--- src/rtl/core_input_buf.sv ---
// ---------------------------------------------------------------------------
// core_input_buf
//
// Core-side receiver for the engine->core block-input bus.  The engine fills
// one of four thread slots (slot = {input_seq,input_ctx}) with sixteen 32-bit
// words and then marks the block complete.  Completed blocks are offered to
// the core's MD5 FSM round-robin.  The core takes a block with out_start,
// reads its words through the registered read port, and releases the slot
// with out_done.
//
// Ports
//   CLK              clock
//   RST              synchronous active-high reset
//   wr_en            data word valid
//   din              data word
//   wr_addr          word index 0..15 within the block
//   blk_op           block op, latched with set_input_ready
//   input_ctx        slot select, low bit
//   input_seq        slot select, high bit
//   set_input_ready  block complete for the selected slot
//   ready[3:0]       ready[s]=1 when slot s is FREE
//   out_valid        a FULL slot is offered to the core
//   out_slot         offered slot number
//   out_blk_op       block op of the offered slot
//   out_start        core takes the offered slot
//   rd_slot          read slot (also the slot released by out_done)
//   rd_addr          read word index
//   rd_data          RAM[{rd_slot,rd_addr}], one cycle latency
//   out_done         core releases slot rd_slot
//   err              sticky protocol error
// ---------------------------------------------------------------------------
module core_input_buf #(
    parameter int BLK_OP_W = 4
) (
    input  logic                CLK,
    input  logic                RST,
    input  logic                wr_en,
    input  logic [31:0]         din,
    input  logic [3:0]          wr_addr,
    input  logic [BLK_OP_W-1:0] blk_op,
    input  logic                input_ctx,
    input  logic                input_seq,
    input  logic                set_input_ready,
    output logic [3:0]          ready,
    output logic                out_valid,
    output logic [1:0]          out_slot,
    output logic [BLK_OP_W-1:0] out_blk_op,
    input  logic                out_start,
    input  logic [1:0]          rd_slot,
    input  logic [3:0]          rd_addr,
    output logic [31:0]         rd_data,
    input  logic                out_done,
    output logic                err
);

    typedef enum logic [1:0] {
        S_FREE    = 2'd0,
        S_LOADING = 2'd1,
        S_FULL    = 2'd2,
        S_BUSY    = 2'd3
    } slot_state_t;

    slot_state_t         state_q [4];
    slot_state_t         state_d [4];
    logic [4:0]          cnt_q   [4];
    logic [4:0]          cnt_d   [4];
    logic [BLK_OP_W-1:0] op_q    [4];
    logic [BLK_OP_W-1:0] op_d    [4];

    logic [1:0]          in_slot;
    logic                ram_we;
    logic                err_set;
    logic [1:0]          last_start;
    logic                pick_valid;
    logic [1:0]          pick_slot;

    logic [31:0]         mem [64];

    assign in_slot = {input_seq, input_ctx};

    // Per-slot next state.  Every event checks the registered state of its
    // slot, so events on different slots in one cycle never interfere.  The
    // completion check uses the counter including a same-cycle write.
    always_comb begin
        state_d = state_q;
        cnt_d   = cnt_q;
        op_d    = op_q;
        ram_we  = 1'b0;
        err_set = 1'b0;

        if (wr_en) begin
            if (state_q[in_slot] == S_FREE || state_q[in_slot] == S_LOADING) begin
                ram_we           = 1'b1;
                state_d[in_slot] = S_LOADING;
                if (cnt_q[in_slot] != 5'd16) begin
                    cnt_d[in_slot] = cnt_q[in_slot] + 5'd1;
                end
            end else begin
                err_set = 1'b1;
            end
        end

        if (set_input_ready) begin
            if (state_q[in_slot] == S_LOADING && cnt_d[in_slot] == 5'd16) begin
                state_d[in_slot] = S_FULL;
                op_d[in_slot]    = blk_op;
            end else begin
                err_set = 1'b1;
            end
        end

        // The offered slot is always FULL, because an offer is held until taken.
        if (out_start) begin
            if (out_valid) begin
                state_d[out_slot] = S_BUSY;
            end else begin
                err_set = 1'b1;
            end
        end

        if (out_done) begin
            if (state_q[rd_slot] == S_BUSY) begin
                state_d[rd_slot] = S_FREE;
                cnt_d[rd_slot]   = 5'd0;
            end else begin
                err_set = 1'b1;
            end
        end
    end

    // Slot registers, ready flags and the sticky error.  ready is taken from
    // the next state so it tracks the slot state with no extra delay.
    always_ff @(posedge CLK) begin
        if (RST) begin
            for (int i = 0; i < 4; i++) begin
                state_q[i] <= S_FREE;
                cnt_q[i]   <= 5'd0;
                op_q[i]    <= '0;
            end
            ready <= 4'hF;
            err   <= 1'b0;
        end else begin
            for (int i = 0; i < 4; i++) begin
                state_q[i] <= state_d[i];
                cnt_q[i]   <= cnt_d[i];
                op_q[i]    <= op_d[i];
                ready[i]   <= (state_d[i] == S_FREE);
            end
            if (err_set) begin
                err <= 1'b1;
            end
        end
    end

    // Round-robin pick: search last_start+1, +2, +3, then last_start itself.
    // Iterating from the farthest candidate lets the nearest one win.
    always_comb begin
        pick_valid = 1'b0;
        pick_slot  = 2'd0;
        for (int k = 4; k >= 1; k--) begin
            if (state_q[last_start + 2'(k)] == S_FULL) begin
                pick_valid = 1'b1;
                pick_slot  = last_start + 2'(k);
            end
        end
    end

    // Offer register.  An offer stays put until taken; after a start the
    // register empties for one cycle and the next pick happens from there.
    always_ff @(posedge CLK) begin
        if (RST) begin
            out_valid  <= 1'b0;
            out_slot   <= 2'd0;
            out_blk_op <= '0;
            last_start <= 2'd3;
        end else if (out_valid && out_start) begin
            out_valid  <= 1'b0;
            last_start <= out_slot;
        end else if (!out_valid && pick_valid) begin
            out_valid  <= 1'b1;
            out_slot   <= pick_slot;
            out_blk_op <= op_q[pick_slot];
        end
    end

    // Block storage.  Contents survive reset; only writes into a FREE or
    // LOADING slot land.
    always_ff @(posedge CLK) begin
        if (ram_we && !RST) begin
            mem[{in_slot, wr_addr}] <= din;
        end
    end

    // Registered read port; a same-cycle write to the address returns old data.
    always_ff @(posedge CLK) begin
        if (RST) begin
            rd_data <= 32'd0;
        end else begin
            rd_data <= mem[{rd_slot, rd_addr}];
        end
    end

endmodule

--- config.mk ---
export PLATFORM = sky130hd
export DESIGN_NAME = core_input_buf
export DESIGN_NICKNAME = d
export VERILOG_FILES = /design/src/rtl/core_input_buf.sv
export SDC_FILE = /design/constraint.sdc
export NUM_CORES = 2
export LEC_CHECK = 0
export BUFFER_PORTS_ARGS = -buffer_cell sky130_fd_sc_hd__buf_2
export CORE_MARGIN = 10
export CORE_UTILIZATION = 51
export DETAILED_ROUTE_END_ITERATION = 16
export PLACE_DENSITY = 0.71
export SLEW_MARGIN = 10
export SYNTH_ARGS = -nofsm -noshare
export SYNTH_HDL_FRONTEND = slang
export SYNTH_SLANG_ARGS = --single-unit
--- constraint.sdc ---
create_clock -name CLK -period 10.65 [get_ports CLK]
set_input_delay 2.13 -clock CLK [delete_from_list [all_inputs] [get_ports CLK]]
set_output_delay 2.13 -clock CLK [all_outputs]
set_load 0.02 [all_outputs]
==> impl_metrics.ini <==
[logic_synthesis]
seq_area_frac_synth = 0.7782
synthDistinctLibCells = 64
synth_edf_count = 2048
yosys_warnings = 0
synth-seq-cells = 2138
syn_nets = 3413
syn_area_um2 = 81350
synth_ff_type = edfxtp_1
syn_inst = 3357
avgSynthCellArea_um2 = 24.23
async_flop_share = 0

[clock_network]
htree_levels = 4
clk_pin_slew_ps = 60
clkSinkCount = 2138
clock_path_buffers = 3
post_cts_buffers = 0
cts_tree = built
ctsHoldBuffers = 0
clk-insertion-delay-late_ps = 840
cts_root_buffer = clkbuf_16
cts_resized = 0
cts_buffers = 202

[floorplanning]
die_area_um2 = 175900
die_w_um = 419.4
row_count = 146
initial_core_util = 0.5136
core-area_um2 = 158400
die_height_um = 419.4
ios = 98

[finish]
final_cell_mix = edfxtp_1, mux4_2, clkbuf_16
mostFrequentLayoutCell = edfxtp_1
fillers = 10830
multiInputGateArea_um2 = 17830
regArea_um2 = 63300
fin_nets = 3632
drive_gt1_frac = 0.3307
syn_to_final_growth_pct = 12.95
instances_no_fill = 5829

[detailed_routing]
drc = 0
routedWlPerCell_um = 35.70
viasPerCell = 6.565
num_vias = 38270
dr.pass1.iters = 6
postRouteWirelength_um = 208100
first_iter_violations = 5733
ant_nets = 0

[power_and_ir_drop]
powerDensity_nw_per_um2 = 190.1
pwr-share-seq = 0.532
combPwrFrac = 0.047
p_int_w = 0.01382
clock_power_share = 0.421
max-vdd-ir-drop_mv = 0.2072
power.leakage_nw = 28.51
switching_share = 0.2084
p_switching_w = 0.003639

[placed_design]
dp_cells = 5443
port_buffers = 97
routabilityCongestion = 0.8458
dpl.hpwl_um = 111500

[sta]
finalSetupViolCount = 0
max_slew_margin = 0.1516
rsz0062_at_grt = false
tightest_slew_ps = 1273
drv_slew = 0
fin_crit_ps = 5184
timing.fmax_ghz = 0.1929
hold_viol = 0
finalCritPeriodShare = 0.4867
skew_ps = 43.02
finalSetupTns_ps = 0

[grt]
grt_max_degree = 146
grt_overflow_total = 0
grt_pass1_wl_um = 295400
grt_pass1_vias = 38160
track_usage = 0.2380
grt_antenna_before_repair = 26

[critical_path]
path_class = in -> reg
arrival_ps = 5630
worstSetupStartpointType = input pin
reg2reg_from = state_q[5]$_SDFF_PP0_
crit_path_end_kind = flop
r2r_slack_ps = 6850
critical_path_required_ps = 11090
crit_start = input_ctx
path_max_fanout = 27

[outcome]
status = completed

[job]
maxCapViolCount = 0

[worst_hold_path]
hold_path.class = reg -> reg
min_from = op_q[11]$_SDFFE_PP0P_
[kinds of logic after synthesis]
kind of cell	synth area share
buf+inv	0.008521
fa+ha+maj	0.0003076
simple gates	0.01472
xor+xnor	0.0004308
compound gates	0.005999
flops	0.7782
mux	0.1919
[power by group through the flow]
stage          Sequential, W  Combinational, W  Clock [W]
2_1_floorplan        0.00946          0.000457          0
3_3_place_gp         0.00947          0.000816          0
3_5_place_dp         0.00947          0.000827          0
4_1_cts              0.00929          0.000831    0.00741
5_1_grt              0.00929          0.000870    0.00776
6_report             0.00929          0.000828    0.00734
[per-stage QoR]
stage	area, um^2	utilization	setup slack, ps	total power, W	hold WS (ps)
after floorplan	81350	-	4975	0.009921	434.4
after global placement	85050	0.5370	4658	0.01028	444.4
after detailed placement	85050	0.5370	4662	0.01030	460.9
after CTS	91840	0.5799	5506	0.01753	468.8
after global routing	91870	0.5800	5371	0.01792	502.3
final	91880	0.5801	5466	0.01746	466.7
[state kept, by name, summed over array words and instances (netlist names)]
name        cells
cnt_q          20
state_q         8
out_slot        2
mem          2048
last_start      2
out_blk_op      4
err             1
out_valid       1
rd_data        32
ready           4
op_q           16
[final timing paths]
kind / endpoint / cells after the start
worst max-delay path: mem[46][26]$_DFFE_PP_ / 7
worst min-delay path: op_q[11]$_SDFFE_PP0P_ / 2
worst max register to register: mem[46][26]$_DFFE_PP_ / 6
worst min register to register: op_q[11]$_SDFFE_PP0P_ / 2
[worst max-delay path: stages]
cell and delay, ps:
buf_2 370, mux4_2 640, nor4b_1 340, buf_4 200
nand3_1 690, nor2_4 480, buf_4 690
[final cells by class]
class                   instances  area share
flip-flops and latches       2138      0.6890
multi-input cells            1037      0.1941
clock buffers                 251     0.05879
well taps                    2072     0.02822
clock inverters               127     0.01512
repair buffers                188     0.01429
inverters                       9   0.0003677
diodes                          7   0.0001906
[cells in the mapped netlist (2+ instances only)]
master	instances	area share
edfxtp_1	2048	0.76
mux4_2	678	0.19
clkbuf_1	124	0.0057
nor2_1	115	0.0053
dfxtp_1	90	0.022
buf_1	46	0.0021
nand2_1	43	0.0020
and2_1	33	0.0025
mux2i_1	31	0.0038
a21oi_1	20	0.0012
a211oi_1	12	0.0011
nand3_1	12	0.00074
nor2b_1	10	0.00077
o21ai_0	10	0.00062
inv_1	8	0.00037
nand2b_1	7	0.00054
nor3_1	6	0.00037
and3_1	3	0.00023
nor4_1	3	0.00023
or2_2	3	0.00023
a21o_1	2	0.00018
a22o_1	2	0.00022
a22oi_1	2	0.00018
a31oi_1	2	0.00015
buf_2	2	0.00012
ha_1	2	0.00031
nor3b_1	2	0.00018
nor4b_1	2	0.00022
o31ai_1	2	0.00018
xnor2_1	2	0.00022
xor2_1	2	0.00022
[routing by layer]
layer / global-route usage / wire length (um)
met2: 0.3712 / 99360
met3: 0.05489 / 23160
met1: 0.3362 / 78200
met4: 0.07723 / 7321
met5: 0 / 45
Power figures use the tool's default switching activity.
